`config.mk`:
```
export PLATFORM = sky130hd
export DESIGN_NAME = sat_down_counter_flat
export DESIGN_NICKNAME = d
export VERILOG_FILES = /design/src/rtl/sat_down_counter_if.sv /design/src/rtl/sat_down_counter.sv /design/src/flat_wrapper.sv
export SDC_FILE = /design/constraint.sdc
export NUM_CORES = 1
export LEC_CHECK = 0
export CORE_MARGIN = 5
export CORE_UTILIZATION = 31
export CTS_CLUSTER_DIAMETER = 80
export CTS_CLUSTER_SIZE = 40
export DETAILED_ROUTE_END_ITERATION = 7
export HOLD_SLACK_MARGIN = 0.15
export PLACE_DENSITY_LB_ADDON = 0.15
export SYNTH_ARGS = -nofsm -noshare
export SYNTH_HDL_FRONTEND = slang
export SYNTH_SLANG_ARGS = --single-unit
```
`constraint.sdc`:
```
create_clock -name clk -period 1.7 [get_ports clk]
set_input_delay 0.34 -clock clk [delete_from_list [all_inputs] [get_ports clk]]
set_output_delay 0.34 -clock clk [all_outputs]
set_load 0.03 [all_outputs]
```
`src/rtl/sat_down_counter_if.sv`:
```
// Control/status bundle for sat_down_counter.
// master: the controller driving load/count/start/stop/ack.
// slave : the counter itself.
interface sat_down_counter_if #(
   parameter int WIDTH = 3
);
   logic             ld_cnt;
   logic             cnt;
   logic             start;
   logic             stop;
   logic             ack;
   logic [WIDTH-1:0] init0;
   logic             bo;
   logic             busy;
   logic             done;
   logic [WIDTH-1:0] parout;

   modport master (
      output ld_cnt, cnt, start, stop, ack, init0,
      input  bo, busy, done, parout
   );

   modport slave (
      input  ld_cnt, cnt, start, stop, ack, init0,
      output bo, busy, done, parout
   );
endinterface

```
`src/rtl/sat_down_counter.sv`:
```
// Loadable saturating down-counter with a run/done handshake.
// The counter only decrements and sticks at zero. An IDLE/RUN/DONE FSM
// runs a load-and-count-down sequence and holds done until ack or stop.
// Optional feature macro AUTO_RELOAD_EN: the terminal count edge in RUN
// reloads the start value (rl_val) and stays in RUN, pulsing done for one
// cycle. A zero start value still ends in DONE so no zero-period loop forms.
module sat_down_counter #(
   parameter int WIDTH = 3
) (
   input  logic              clk,
   input  logic              rst_n,
   sat_down_counter_if.slave bus
);

   typedef enum logic [1:0] {
      S_IDLE = 2'd0,
      S_RUN  = 2'd1,
      S_DONE = 2'd2
   } state_t;

   localparam logic [WIDTH-1:0] ONE  = WIDTH'(1);
   localparam logic [WIDTH-1:0] ZERO = '0;

   state_t           state_q, state_d;
   logic [WIDTH-1:0] cnt_q, cnt_d;
   logic             busy_q, busy_d;
   logic             done_q, done_d;
`ifdef AUTO_RELOAD_EN
   logic [WIDTH-1:0] rl_val_q, rl_val_d;
   logic             reload_pulse;
`endif

   // Next state, next count and next-state-decoded busy/done.
   always_comb begin
      state_d = state_q;
      cnt_d   = cnt_q;
`ifdef AUTO_RELOAD_EN
      rl_val_d     = rl_val_q;
      reload_pulse = 1'b0;
`endif
      unique case (state_q)
         S_IDLE: begin
            // start implies the load, so start+ld_cnt is a single load
            if (bus.start) begin
               cnt_d   = bus.init0;
`ifdef AUTO_RELOAD_EN
               rl_val_d = bus.init0;
`endif
               state_d = (bus.init0 == ZERO) ? S_DONE : S_RUN;
            end else if (bus.ld_cnt) begin
               cnt_d = bus.init0;
            end else if (bus.cnt && (cnt_q != ZERO)) begin
               cnt_d = cnt_q - ONE;
            end
         end
         S_RUN: begin
            if (bus.ld_cnt) begin
               cnt_d = bus.init0;
               if (bus.init0 == ZERO) state_d = S_DONE;
            end else if (bus.cnt && (cnt_q > ONE)) begin
               cnt_d = cnt_q - ONE;
            end else if (bus.cnt && (cnt_q == ONE)) begin
`ifdef AUTO_RELOAD_EN
               // an aborting stop takes the plain terminal decrement, not a reload
               if (!bus.stop && (rl_val_q != ZERO)) begin
                  cnt_d        = rl_val_q;
                  reload_pulse = 1'b1;
               end else begin
                  cnt_d   = ZERO;
                  state_d = S_DONE;
               end
`else
               cnt_d   = ZERO;
               state_d = S_DONE;
`endif
            end
            // stop overrides the state change but keeps the count update
            if (bus.stop) state_d = S_IDLE;
         end
         S_DONE: begin
            if (bus.ld_cnt) cnt_d = bus.init0;
            if (bus.ack || bus.stop) state_d = S_IDLE;
         end
         default: begin
            state_d = S_IDLE;
         end
      endcase

      busy_d = (state_d == S_RUN);
`ifdef AUTO_RELOAD_EN
      done_d = (state_d == S_DONE) || reload_pulse;
`else
      done_d = (state_d == S_DONE);
`endif
   end

   // State, count and status registers with asynchronous clear.
   always_ff @(posedge clk or negedge rst_n) begin
      if (!rst_n) begin
         state_q  <= S_IDLE;
         cnt_q    <= ZERO;
         busy_q   <= 1'b0;
         done_q   <= 1'b0;
`ifdef AUTO_RELOAD_EN
         rl_val_q <= ZERO;
`endif
      end else begin
         state_q  <= state_d;
         cnt_q    <= cnt_d;
         busy_q   <= busy_d;
         done_q   <= done_d;
`ifdef AUTO_RELOAD_EN
         rl_val_q <= rl_val_d;
`endif
      end
   end

   assign bus.parout = cnt_q;
   assign bus.bo     = (cnt_q == ZERO);
   assign bus.busy   = busy_q;
   assign bus.done   = done_q;

endmodule

```
`src/flat_wrapper.sv`:
```
// flat-port wrapper written by rule: the top's interface ports become plain ports
module sat_down_counter_flat 
#(
   parameter int WIDTH = 3
)
  (clk, rst_n, bus_ld_cnt, bus_cnt, bus_start, bus_stop, bus_ack, bus_init0, bus_bo, bus_busy, bus_done, bus_parout);
  sat_down_counter_if #(.WIDTH(WIDTH)) bus_i ();
  input  logic clk;
  input  logic rst_n;
  input wire logic [$bits(bus_i.ld_cnt)-1:0] bus_ld_cnt;
  input wire logic [$bits(bus_i.cnt)-1:0] bus_cnt;
  input wire logic [$bits(bus_i.start)-1:0] bus_start;
  input wire logic [$bits(bus_i.stop)-1:0] bus_stop;
  input wire logic [$bits(bus_i.ack)-1:0] bus_ack;
  input wire logic [$bits(bus_i.init0)-1:0] bus_init0;
  output wire logic [$bits(bus_i.bo)-1:0] bus_bo;
  output wire logic [$bits(bus_i.busy)-1:0] bus_busy;
  output wire logic [$bits(bus_i.done)-1:0] bus_done;
  output wire logic [$bits(bus_i.parout)-1:0] bus_parout;
  assign bus_i.ld_cnt = bus_ld_cnt;
  assign bus_i.cnt = bus_cnt;
  assign bus_i.start = bus_start;
  assign bus_i.stop = bus_stop;
  assign bus_i.ack = bus_ack;
  assign bus_i.init0 = bus_init0;
  assign bus_bo = bus_i.bo;
  assign bus_busy = bus_i.busy;
  assign bus_done = bus_i.done;
  assign bus_parout = bus_i.parout;
  sat_down_counter #(.WIDTH(WIDTH)) u_core (.clk(clk), .rst_n(rst_n), .bus(bus_i));
endmodule
```
==> impl_metrics.json <==
{
  "die_h_um": 55.6,
  "failed_checks": "negative setup slack",
  "cp_top_family": "simple AND/OR/NAND/NOR gates",
  "ys.warnings.count": 0,
  "crit_type": "reg -> reg",
  "cts_root_buf": "clkbuf_4",
  "yosys_register_bits": 7,
  "dp_cells": 134,
  "syn_avg_cell_area_um2": 8.97,
  "antenna_left": 0,
  "crit_arrival_ps": 2030,
  "final-hold-violation-count": 0,
  "first_global_vias": 735,
  "p_int_uw": 1130,
  "viasPerCell": 5.13,
  "synth_area_leaders": "dfrtp_1, ha_1, inv_1",
  "switching_share_pct": 43.4,
  "hold_slack_ps": 355,
  "required_ps": 1840,
  "ios": 16,
  "p_leak_uw": 0.000542,
  "postLayoutCoreUtil_pct": 60.0,
  "seqPwrFrac_pct": 15.8,
  "fp.dieW_um": 55.6,
  "maxSlewViolCount": 0,
  "die_area_um2": 3100,
  "place_area_um2": 1000,
  "dp.final_hpwl_mm": 1.41,
  "min_period_over_period_pct": 111,
  "ir_drop_uv": 856,
  "grt_use_total_pct": 13.5,
  "place.gp.congestion": 0.786,
  "clockPowerShare_pct": 7.8,
  "synth.distinct_cells": 32,
  "setup_violations": 3,
  "io_buffers": 15,
  "finalWirelength_mm": 2.04,
  "cts_sinks": 7,
  "tightest_slew_ps": 348,
  "cts_tree": "done",
  "slowest_stage": "or4_4",
  "fin_area_um2": 1190,
  "cts_buffer_depth": 2,
  "crit_buf_inv": 1,
  "n_antenna_cell": 0,
  "drt_iter0_drc": 5,
  "yosysTopAreaCell": "dfrtp_1",
  "path_clk_slew_ps": 60,
  "clock.fmax_mhz": 531,
  "crit_path_max_fanout": 5,
  "outcome": "finished, violations left",
  "syn_nets": 89,
  "async_reset_ff_share_pct": 100,
  "antenna_found_initial": 0,
  "critical_path.max_stage_delay_ps": 520,
  "rsz0062_at_grt": "true",
  "p_switching_uw": 863,
  "synth_seq_area_share_pct": 27.1,
  "p_per_area_nw_per_um2": 1670,
  "htreeDepth": 1,
  "start_util_pct": 32.6,
  "synth_common_cells": "inv_1, dfrtp_1, ha_1, o21ai_0, nor2b_1",
  "fin_nets": 133,
  "worstPathCellList": "inv_2 > ha_4 > nor3_1 > a221o_1 > or4_4 > o211a_1",
  "synth.most_common_cell": "inv_1",
  "synth_ff_type": "dfrtp_1",
  "rows": 16,
  "ctsHoldBuffers": 0,
  "hold_class": "in -> async",
  "drive_above_1_share_pct": 51.3,
  "drc": 0,
  "skew_ps": 0.569,
  "grt_first_pass_wirelength_mm": 3.32,
  "start_kind": "register",
  "core_area_um2": 1980,
  "fin_crit_ps": 1880,
  "areaGrowthSynthToFinish_pct": 84.3,
  "firstDrtPassIters": 4,
  "insertion_delay_ps": 250,
  "num_vias": 729,
  "synthCells": 72,
  "timing.final.ws_setup_ps": -183,
  "grt_max_degree": 8,
  "drv_cap": 0,
  "overflow": 0,
  "cts_buffers": 3,
  "p_comb_share_pct": 76.4,
  "wl_per_cell_um": 14.3,
  "synth_top_area_share_pct": 27.1,
  "final_cells": 142,
  "crit_path_end_kind": "register",
  "netlist_area_um2": 646,
  "synth_edf_count": 0,
  "slew_headroom_pct": 76.7
}
[metrics by stage]
step,power [uW],setup WS (ps),setup TNS (ps)
after floorplan,1010,-182,-316
after global placement,1530,-455,-2480
after detailed placement,1530,-444,-2440
after CTS,1850,-176,-328
after global routing,2150,-263,-707
final,1990,-183,-374
[power groups by stage]
stage	Clock, uW	Combinational [uW]	Sequential [uW]
after floorplan	0	588	420
after global placement	0	1220	304
after detailed placement	0	1220	305
after CTS	166	1380	308
after global routing	172	1650	321
final	156	1520	314
[what timing repair did]
item | CTS | global route
pin swaps | 5 | 6
setup endpoints to repair | 10 | 8
resized for setup | 18 | 12
buffers inserted | 3 | 1
[routing by layer]
| layer | track usage (%) | vias up | wire length (um) |
|---|---|---|---|
| li1 | - | 357 | - |
| met1 | 17.5 | 345 | 975 |
| met2 | 20.8 | 21 | 922 |
| met3 | 2.55 | 6 | 78 |
| met4 | 7.29 | 0 | 59 |
| met5 | 0 | - | 0 |
[cell families (layout without fill, tap and decap cells)]
group | Yosys count | count (layout) | share of synthesized area, %
multiplexers | 2 | 2 | 3.49
buffers and inverters | 10 | 53 | 6.40
adder cells (fa/ha/maj) | 7 | 7 | 13.6
flip-flops | 7 | 7 | 27.1
AND/OR/NAND/NOR | 23 | 23 | 22.1
AO/OA/AOI/OAI | 23 | 23 | 27.3
[flip-flops by register name (all words and copies together) (netlist names)]
| signal | flops |
|---|---|
| u_core.bus.busy | 1 |
| u_core.bus.done | 1 |
| u_core.bus.parout | 3 |
| u_core.state_q | 2 |
[cell usage in the layout (no fill, tap or decap), types with 3 or more instances in the layout]
master,n
buf_4,24
clkbuf_4,3
clkdlybuf4s50_1,9
dfrtp_1,5
dlygate4sd2_1,4
ha_4,4
inv_1,5
inv_2,3
nor2_1,4
nor2b_1,3
o21ai_0,5
[worst paths after layout]
check,cells past startpoint,end,slack [ps],from
worst max-delay path,6,u_core.bus.parout[0],-180,u_core.state_q[0]
worst min-delay path,1,u_core.bus.parout[0],360,rst_n
worst max register to register,6,u_core.bus.parout[0],-180,u_core.state_q[0]
worst min register to register,2,u_core.bus.parout[2],650,u_core.bus.parout[2]
max in group asynchronous,1,u_core.bus.parout[1],1070,rst_n
min in group clk,2,u_core.bus.parout[2],650,u_core.bus.parout[2]
[worst reg2reg max path: cells and delay by family (launching register included)]
| family | cells | cell delay (ps) |
|---|---|---|
| and+or+nand+nor | 2 | 580 |
| AOI/OAI and AO/OA | 2 | 440 |
| DFF | 1 | 430 |
| adders and majority gates | 1 | 180 |
| buffers and inverters | 1 | 140 |
[final cells by class]
| type | count | area, um^2 |
|---|---|---|
| clock buffers | 3 | 22.5 |
| fillers | 161 | 792 |
| flip-flops and latches | 7 | 178 |
| repair buffers | 40 | 340 |
| well taps | 27 | 33.8 |
| clock inverters | 1 | 5.00 |
| multi-input cells | 55 | 574 |
| inverters | 9 | 36.3 |
Note: power is estimated with default switching activity, not from simulation.
